## src/rtl/gray_rx5.sv

```systemverilog
// gray_rx5: synchronizes a Gray bus, decodes it to binary and flags illegal steps.
// Define GRAY_RX_STEP_CNT_EN to build the legal-step counter on step_cnt.
module gray_rx5 #(
    parameter int WIDTH       = 5,
    parameter int SYNC_STAGES = 2
) (
    input  logic             clk,
    input  logic             rst_n,
    input  logic [WIDTH-1:0] g_in,
    input  logic             err_clr,
    output logic [WIDTH-1:0] bin_out,
    output logic             bin_valid,
    output logic             dir_up,
    output logic             step_err,
    output logic [15:0]      step_cnt
);

    localparam int FW = $clog2(SYNC_STAGES + 1);

    typedef enum logic {INIT, TRACK} state_e;

    state_e           state_q, state_d;
    logic [FW-1:0]    fill_q, fill_d;
    logic [WIDTH-1:0] sync_q [SYNC_STAGES];
    logic [WIDTH-1:0] g_s, g_bin, diff;
    logic [WIDTH-1:0] g_prev_q, g_prev_d;
    logic [WIDTH-1:0] bin_q, bin_d;
    logic             valid_q, valid_d;
    logic             dir_q, dir_d;
    logic             err_q, err_d;
    logic             fill_done, first_load, changed, one_hot;
    logic             step_ok, step_bad, load;

    always_ff @(posedge clk or negedge rst_n) begin
        if (!rst_n) begin
            for (int i = 0; i < SYNC_STAGES; i++) sync_q[i] <= '0;
        end else begin
            sync_q[0] <= g_in;
            for (int i = 1; i < SYNC_STAGES; i++) sync_q[i] <= sync_q[i-1];
        end
    end

    assign g_s = sync_q[SYNC_STAGES-1];

    // Each binary bit is the XOR of all Gray bits at or above it.
    always_comb begin
        g_bin = '0;
        for (int i = 0; i < WIDTH; i++) g_bin[i] = ^(g_s >> i);
    end

    assign diff       = g_s ^ g_prev_q;
    assign changed    = (diff != '0);
    assign one_hot    = ((diff & (diff - WIDTH'(1))) == '0);
    assign fill_done  = (fill_q == FW'(SYNC_STAGES));
    assign first_load = (state_q == INIT) && fill_done;
    assign step_ok    = (state_q == TRACK) && changed && one_hot;
    assign step_bad   = (state_q == TRACK) && changed && !one_hot;
    assign load       = first_load || step_ok || step_bad;

    always_ff @(posedge clk or negedge rst_n) begin
        if (!rst_n) begin
            state_q  <= INIT;
            fill_q   <= '0;
            g_prev_q <= '0;
            bin_q    <= '0;
            valid_q  <= 1'b0;
            dir_q    <= 1'b0;
            err_q    <= 1'b0;
        end else begin
            state_q  <= state_d;
            fill_q   <= fill_d;
            g_prev_q <= g_prev_d;
            bin_q    <= bin_d;
            valid_q  <= valid_d;
            dir_q    <= dir_d;
            err_q    <= err_d;
        end
    end

    always_comb begin
        state_d = state_q;
        fill_d  = fill_q;
        unique case (state_q)
            INIT: begin
                if (fill_done) state_d = TRACK;
                else           fill_d  = fill_q + FW'(1);
            end
            TRACK: state_d = TRACK;
        endcase
    end

    always_comb begin
        g_prev_d = load ? g_s   : g_prev_q;
        bin_d    = load ? g_bin : bin_q;
        valid_d  = load;
        dir_d    = dir_q;
        if (first_load)   dir_d = 1'b0;
        else if (step_ok) dir_d = (g_bin == bin_q + WIDTH'(1));
        // A fresh multi-bit error outranks a clear in the same cycle.
        err_d = err_q;
        if (step_bad)     err_d = 1'b1;
        else if (err_clr) err_d = 1'b0;
    end

`ifdef GRAY_RX_STEP_CNT_EN
    logic [15:0] cnt_q;

    always_ff @(posedge clk or negedge rst_n) begin
        if (!rst_n)       cnt_q <= 16'h0000;
        else if (step_ok) cnt_q <= cnt_q + 16'd1;
    end

    assign step_cnt = cnt_q;
`else
    assign step_cnt = 16'h0000;
`endif

    assign bin_out   = bin_q;
    assign bin_valid = valid_q;
    assign dir_up    = dir_q;
    assign step_err  = err_q;

endmodule

```

## config.mk

```make
export PLATFORM = sky130hd
export DESIGN_NAME = gray_rx5
export DESIGN_NICKNAME = d
export VERILOG_FILES = /design/src/rtl/gray_rx5.sv
export SDC_FILE = /design/constraint.sdc
export NUM_CORES = 1
export LEC_CHECK = 0
export ABC_AREA = 1
export CAP_MARGIN = 10
export CORE_AREA = 2 2 59 61
export DETAILED_ROUTE_END_ITERATION = 12
export DIE_AREA = 0 0 61 63
export PLACE_DENSITY_LB_ADDON = 0.05
export SLEW_MARGIN = 40
export SYNTH_ARGS = -nofsm -noshare
export SYNTH_HDL_FRONTEND = slang
export SYNTH_SLANG_ARGS = --single-unit
```

## constraint.sdc

```tcl
create_clock -name clk -period 1.59 [get_ports clk]
set_clock_uncertainty 0.15 [all_clocks]
set_input_delay 0.318 -clock clk [delete_from_list [all_inputs] [get_ports clk]]
set_output_delay 0.318 -clock clk [all_outputs]
set_load 0.03 [all_outputs]
```

# After elaboration in Yosys (flattened, before gate mapping)
# Cells that the tools add are included.
classes:
  n_addsub: 3
  n_eq_ne: 2
  n_mux: 6
  n_bitwise: 4
  n_reduce_logical: 17
ops:
  columns: ["op", "count"]
  rows:
  - ["$reduce_xor 5->1", 5]
  - ["$add 5x1->5 const B", 1]
  - ["$and 5x5->5", 1]
  - ["$eq 5x5->1", 1]
  - ["$logic_not 5->1", 1]
  - ["$mux 1", 5]
  - ["$reduce_bool 5->1", 1]
  - ["$sub 5x1->5 const B", 1]
  - ["$xor 5x5->5", 1]
  - ["$logic_and 1x1->1", 4]
  - ["$reduce_bool 2->1", 2]
  - ["$add 2x1->2 const B", 1]
  - ["$eq 2x2->1 const B", 1]
  - ["$logic_or 1x1->1", 2]
  - ["$not 1->1", 2]
  - ["$pmux 1 s2", 1]
  - ["$reduce_and 2->1", 1]
  - ["$logic_not 1->1", 1]
word_totals:
  regBits: 26
  input_bits: 8
  output_inout_bits: 24
  elab_cells: 41

# Logic depth before layout (Yosys ltp)
# Gate-level depths: netlist of the first run.
depth:
  ltp_word: 7
  mapped_depth: 12

# Worst setup path after synthesis of the first run
# OpenSTA, ideal clock, no wires.
synth_timing:
  path_type: "reg2reg"
  start: "register bin_q[0], in the netlist bin_out[0]"
  end: "register dir_q, in the netlist dir_up"
  setup_ns: 0.066
  t_arrival_ns: 1.360
  required_time_ns: 1.374
  path_slack_ns: 0.014
  stages_incl_launch_ff: 9
  n_path_buf: 0
  period_less_slack_ns: 1.576
  cell_sequence: "dfrtp_1 ha_1 xnor2_1 nand3_1 nand2_1 nand2_1 nor2_1 nand3_1 nand2_1"
synth_between:
  elab_chain_len: 4
synth_rtl:
  columns: ["element", "line_no", "rtl"]
  rows:
  - ["start: declaration", "27", "logic [WIDTH-1:0] bin_q, bin_d;"]
  - ["start signal: assignment", "73", "bin_q <= bin_d;"]
  - ["$add 5x1->5", "98", "else if (step_ok) dir_d = (g_bin == bin_q + WIDTH'(1));"]
  - ["$eq 5x5->1", "98", null]
  - ["$mux 1", "98", null]
  - ["$mux 1", "97", "if (first_load) dir_d = 1'b0;"]
  - ["end signal: assignment", "75", "dir_q <= dir_d;"]
  - ["end: declaration", "29", "logic dir_q, dir_d;"]
# No other way between the ends. The select of a mux whose other input is x is not followed.
# A chain may end at the register's enable or synchronous reset.

# Worst setup path in the final report of the first run
layout_timing:
  start: "register sync_q (netlist bit g_s[4])"
  end: "register dir_q, in the netlist dir_up"
layout_between:
  elab_chain_len: 6
  elab_cells_between_ends: 16
layout_rtl:
  columns: ["element", "line_no", "rtl"]
  rows:
  - ["start: declaration", "24", "logic [WIDTH-1:0] sync_q [SYNC_STAGES];"]
  - ["$xor 5x5->5", "51", "assign diff = g_s ^ g_prev_q;"]
  - ["$sub 5x1->5", "53", "assign one_hot = ((diff & (diff - WIDTH'(1))) == '0);"]
  - ["$and 5x5->5", "53", null]
  - ["$logic_not 5->1", "53", null]
  - ["$logic_and 1x1->1", "56", "assign step_ok = (state_q == TRACK) && changed && one_hot;"]
  - ["$reduce_bool 2->1 (no source line)", null, null]
# Parallel ways exist; a longest one is shown, timed or not. The select of a mux whose other input is x is not followed.

==> reports/qor.txt, run 1 <==
I/O pins - 32
share of cells above drive strength 1 - 26.53%
Setup crit start kind - flop
Static Leak - 0.8774 nW
critical path data required time - 1.66 ns
Synth Register Bits - 25
commonest non-fill, non-tap cell in the layout - nand2_1
area share of the largest cell type after synthesis - 45.45%
ranking of synthesized cells by area - dfrtp_1 45%, nand2_1 17%, buf_4 9.3%
FILL cells - 323
CP arrival - 1.61 ns
largest area contributor in the netlist - dfrtp_1
chip width - 61 um
CTS tree - yes
placed inst area - 0.001559 sq mm
Avg Vias per Cell - 4.240
core region area - 0.003232 sq mm
flip-flop and latch area - 628.1 sq um
# setup viols final - 0
Slew Viols, Final - 0
DR iter-0 viols - 37
Initial Util - 42.59%
Hold Buf Count CTS - 0
drt total wl - 2193 um
pin count of the biggest net entering global routing - 26
Fmax achieved - 0.6501 GHz
Clock Tree Buf Depth - 2
WS Path Type - reg2reg
status - completed
Detail Placement HPWL - 1670 um
final hold vios - 0
TritonRoute pass-1 iters - 4
first-pass GRT wire length - 3843 um
Syn Inst Count - 169
Multi-input gate area - 636.9 sq um
DIE HEIGHT - 63 um
CTS Buf Count - 3
H-tree depth - 1
clock root buffer - clkbuf_4
Cell Area, Synth - 0.001376 sq mm
crit end category - flop
full die area - 0.003843 sq mm
worst-skew pair later-pin latency - 0.31 ns
GP Congestion - 0.7777
yosys warns - 0
Worst Hold Class - in2async
antenna cells - 0
final routed DRC violation total - 0
Area Overhead vs Synth - 20.18%
RSZ-0062 raised after global routing - true
P per Cell Area - 879.2 mW/mm^2
Clk pin slew, worst setup/hold paths - 0.13 ns
design area - 0.001654 sq mm
total gr overflow - 0
Seq/Total Area, Yosys - 45.45%
count of cell types in the netlist - 21
fin nets - 207
drt wl/cell - 9.062 um
antenna violations before repair - 0
minimum clock period - 1.538 ns
vias in the first global route - 937
vias post-DR - 1026
Post-Route Setup TNS - 0 ns
Syn Area/Cell - 8.144 sq um
Peak supply drop - 0.3974 mV
post-route ant nets - 0
row count - 21
most frequent cells in the layout - 57 x nand2_1, 23 x dfrtp_1, 16 x inv_1, 16 x conb_1
Total Routing Usage GR - 13.08%
CTS sink cnt - 25
Max FO, Critical Path - 4
period utilization - 96.75%
IO buf count - 15
Max Cap Violations - 0
-- Yosys cell counts --
library cell / number
o21ai_0: 2
nand2_4: 2
nand3b_1: 1
nand2_2: 2
nor2_1: 7
ha_1: 2
o21ai_2: 6
dfrtp_1: 25
nand2_1: 61
xnor2_1: 2
conb_1: 1
inv_1: 17
buf_4: 17
nor2_4: 2
a21oi_2: 2
buf_6: 1
o21ai_1: 1
nand3_1: 10
inv_2: 5
nand3_2: 1
xor2_1: 2
-- logic make-up (layout without fill, tap and decap cells) --
group           count (synthesis)  after routing  synth area share (%)
compound gates                 11             11                 6.182
xor+xnor                        4              4                 2.546
fa+ha+maj                       2              2                 1.818
buf+inv                        40             52                 16.09
flops                          25             25                 45.45
other cells                     1             16                0.2725
simple gates                   86             86                 27.64
-- metal layers --
metal / wire, um / global-route usage [%] / vias to the layer above
met5: 0 / 0 / -
met4: 34 / 4.891 / 0
met3: 91 / 1.863 / 4
met2: 1038 / 21.24 / 30
met1: 1029 / 17.31 / 460
li1: - / - / 532
-- worst max-delay path: stages (launching register included) --
cell,delay (ns)
dfrtp_1,0.45
inv_2,0.09
nand2_1,0.05
nand2_1,0.08
nand2_1,0.11
nand2_2,0.11
nand2_1,0.07
nand2_1,0.07
nand2_1,0.05
nand2_1,0.05
inv_1,0.04
nand3_1,0.07
nand2_1,0.05
-- layout make-up --
cell class | instances | share of cell area, %
flip-flops and latches | 25 | 37.97
multi-input cells | 119 | 38.50
well taps | 46 | 3.480
inverters | 22 | 4.992
clock buffers | 4 | 1.588
repair buffers | 26 | 13.46
-- final timing paths --
| kind | end | depth (start not counted) | slack, ns | start |
|---|---|---|---|---|
| max in group asynchronous | g_s[0] | 2 | 0.84 | rst_n |
| min in group clk | g_s[3] | 0 | 0.22 | sync_q[8] |
| hold reg to reg | g_s[3] | 0 | 0.22 | sync_q[8] |
| hold / removal | sync_q[9] | 2 | 0.19 | rst_n |
| setup reg to reg | dir_up | 12 | 0.05 | g_s[4] |
| setup / recovery | dir_up | 12 | 0.05 | g_s[4] |
-- sequential cells by signal (all words and copies together) (netlist names) --
| signal | count |
|---|---|
| g_prev_q | 5 |
| g_s | 5 |
| sync_q | 5 |
| bin_out | 4 |
| fill_q | 2 |
| bin_valid | 1 |
| dir_up | 1 |
| state_q | 1 |
| step_err | 1 |
-- through the flow --
| step | total power, W | worst slack [ns] | hold WS, ns | cells | utilization (%) |
|---|---|---|---|---|---|
| after floorplan | 0.001065 | 0.01383 | -0.1276 | 184 | - |
| after global placement | 0.001164 | 0.02429 | 0.1823 | 235 | 48.24 |
| after detailed placement | 0.001169 | 0.01581 | 0.1878 | 235 | 48.24 |
| after CTS | 0.001452 | 0.001764 | 0.1912 | 240 | 49.21 |
| after global routing | 0.001571 | -0.09681 | 0.2228 | 242 | 51.18 |
| final | 0.001454 | 0.05169 | 0.1904 | 242 | 51.18 |
-- report_power, final --
part | leakage (nW) | internal (W) | switching (W)
clock network | 0.0150 | 0.0000980 | 0.000179
logic | 0.578 | 0.000173 | 0.000283
registers | 0.284 | 0.000682 | 0.0000395
total | 0.877 | 0.000953 | 0.000502
-- repair_timing --
| action | CTS | global route |
|---|---|---|
| resized for setup | 12 | 25 |
| setup buffers | 1 | 2 |
| setup endpoints to repair | 8 | 15 |
| pin swaps | 0 | 2 |
No activity file was read; power rests on OpenSTA's default activity.
==> run 2: changes to the inputs <==
--- a/config.mk
+++ b/config.mk
@@ -11,6 +11,7 @@
 export DETAILED_ROUTE_END_ITERATION = 12
 export DIE_AREA = 0 0 61 63
 export PLACE_DENSITY_LB_ADDON = 0.05
+export SETUP_SLACK_MARGIN = 0.3
 export SLEW_MARGIN = 40
 export SYNTH_ARGS = -nofsm -noshare
 export SYNTH_HDL_FRONTEND = slang
==> run 2 against run 1 <==
Against the previous run: fmax up 2.5%; worst setup slack better by 0.037 ns; sequential share of layout area down 3.5 points; non-clock buffer count up 4; first-iteration DRC count up 27%; combinational power up 19%; die area unchanged; largest cell class unchanged; largest power group unchanged; critical path depth unchanged; count of clock-buffer cells in the layout unchanged.
==> reports/qor.txt, run 2 (synthesized netlist as in run 1, its figures left out) <==
status - completed
Crit path top cell by count - nand2_1
H-tree depth - 1
final routed DRC violation total - 0
Slew Viols, Final - 0
drt total wl - 2428 um
Avg Vias per Cell - 4.256
crit end category - flop
pin count of the biggest net entering global routing - 26
DIE HEIGHT - 63 um
clock root buffer - clkbuf_4
placed inst area - 0.001579 sq mm
Peak supply drop - 0.4291 mV
Fmax achieved - 0.6661 GHz
Clk pin slew, worst setup/hold paths - 0.13 ns
Area Overhead vs Synth - 33.73%
antenna violations before repair - 0
most frequent cells in the layout - 39 x nand2_1, 20 x nand2_2, 18 x dfrtp_1
P per Cell Area - 846.5 mW/mm^2
final core utilization - 56.95%
I/O pins - 32
Clock Tree Buf Depth - 2
RR Endpoint - dir_up
antenna cells - 0
Worst Slack Setup Final - 0.08870 ns
RSZ-0062 raised after global routing - true
Detail Placement HPWL - 1714 um
CP Buf/Inv Count - 2
CP top delay family - simple AND/OR/NAND/NOR gates
Reg2Reg Setup Slack - 0.09 ns
CTS tree - yes
Max Cap Violations - 0
vias in the first global route - 1049
first-pass GRT wire length - 4326 um
Power, Total - 0.001558 W
TritonRoute pass-1 iters - 4
final hold vios - 0
share of cells above drive strength 1 - 45.00%
RR Startpoint - g_s[4]
Static Leak - 0.9389 nW
post-route ant nets - 0
design area - 0.001841 sq mm
CP max-delay cell - dfrtp_2
Initial Util - 42.59%
slowest stage delay, CP - 0.47 ns
DR iter-0 viols - 47
Total Routing Usage GR - 14.76%
commonest non-fill, non-tap cell in the layout - nand2_1
Setup crit start kind - flop
GP Congestion - 0.7937
vias post-DR - 1047
WS Path Type - reg2reg
full die area - 0.003843 sq mm
CP cell instances - inv_2, nand2_1, nand2_2, buf_6, nand2_2, nand2_1, nand2_1, nand2_1, nand2_1, nor2_2, nand3_1, nand2_1
total gr overflow - 0
IO buf count - 15
chip width - 61 um
dpl ws - 0.01308 ns
fin nets - 211
worst-skew pair later-pin latency - 0.32 ns
CTS sink cnt - 25
drt wl/cell - 9.870 um
CP arrival - 1.62 ns
Max FO, Critical Path - 4
Hold Buf Count CTS - 0
period utilization - 94.42%
# setup viols final - 0
minimum clock period - 1.501 ns
core region area - 0.003232 sq mm
row count - 21
critical path data required time - 1.71 ns
FILL cells - 307
CTS Buf Count - 3
Worst Hold Class - in2async
R2R depth - 12
==> run 2: cell types whose count changed in the layout (fill, tap and decap cells not counted), sizes merged <==
cell	previous run	this run
buf	13	23
clkbuf	6	4
clkdlybuf4s15	3	0
dlygate4sd2	1	0
==> run 2: worst max path at each step <==
stage / from / to / slack, ns / cells past startpoint
after floorplan: g_s[2] / bin_out[2] / 0.15 / 10
after CTS: g_s[4] / dir_up / 0.08 / 12
after detailed placement: g_s[4] / dir_up / 0.01 / 12
after global placement: g_prev_q[4] / bin_out[4] / 0.03 / 1
after global routing: g_s[3] / dir_up / -0.05 / 12
final: g_s[4] / dir_up / 0.09 / 12
==> run 2: area by class of cell <==
class / count / area (sq um) / area share (%)
tap: 46 / 57.56 / 3.127
sequential: 25 / 634.4 / 34.47
clock buffer: 4 / 26.28 / 1.428
multi-input combinational: 119 / 743.2 / 40.38
inverter: 22 / 82.58 / 4.487
timing repair buffer: 30 / 296.5 / 16.11
==> run 2: power breakdown <==
group          internal (W)  switching, W
registers          0.000685     0.0000492
logic              0.000231      0.000313
clock network     0.0000982      0.000181
total               0.00101      0.000544
==> run 2: repair_timing <==
| action | in CTS | in global routing |
|---|---|---|
| endpoints found under the setup margin | 20 | 21 |
| pin swaps | 12 | 12 |
| gates resized for setup | 65 | 31 |
| buffers inserted | 10 | 0 |
| gates cloned | 0 | 0 |
==> run 2: per-layer routing <==
| metal | global-route usage [%] | part of all wire (%) | up-vias |
|---|---|---|---|
| met5 | 0 | 0 | - |
| li1 | - | - | 541 |
| met1 | 17.48 | 41 | 476 |
| met4 | 7.065 | 1.0 | 0 |
| met2 | 25.27 | 54 | 28 |
| met3 | 2.070 | 3.7 | 2 |
==> run 2: stage by stage <==
stage               setup TNS [ns]  std cells  hold WS, ns
floorplan                        0        184      -0.1276
global placement                 0        232       0.1838
detailed placement               0        232       0.1847
global route               -0.2372        246       0.2119
CTS                              0        246       0.1839
finish                           0        246       0.1916
==> run 3: changes to the inputs <==
--- a/config.mk
+++ b/config.mk
@@ -6,7 +6,6 @@
 export NUM_CORES = 1
 export LEC_CHECK = 0
 export ABC_AREA = 1
-export CAP_MARGIN = 10
 export CORE_AREA = 2 2 59 61
 export DETAILED_ROUTE_END_ITERATION = 12
 export DIE_AREA = 0 0 61 63
==> results of run 3 <==
No change in the layout: final DEF, timing and power equal those of run 2.
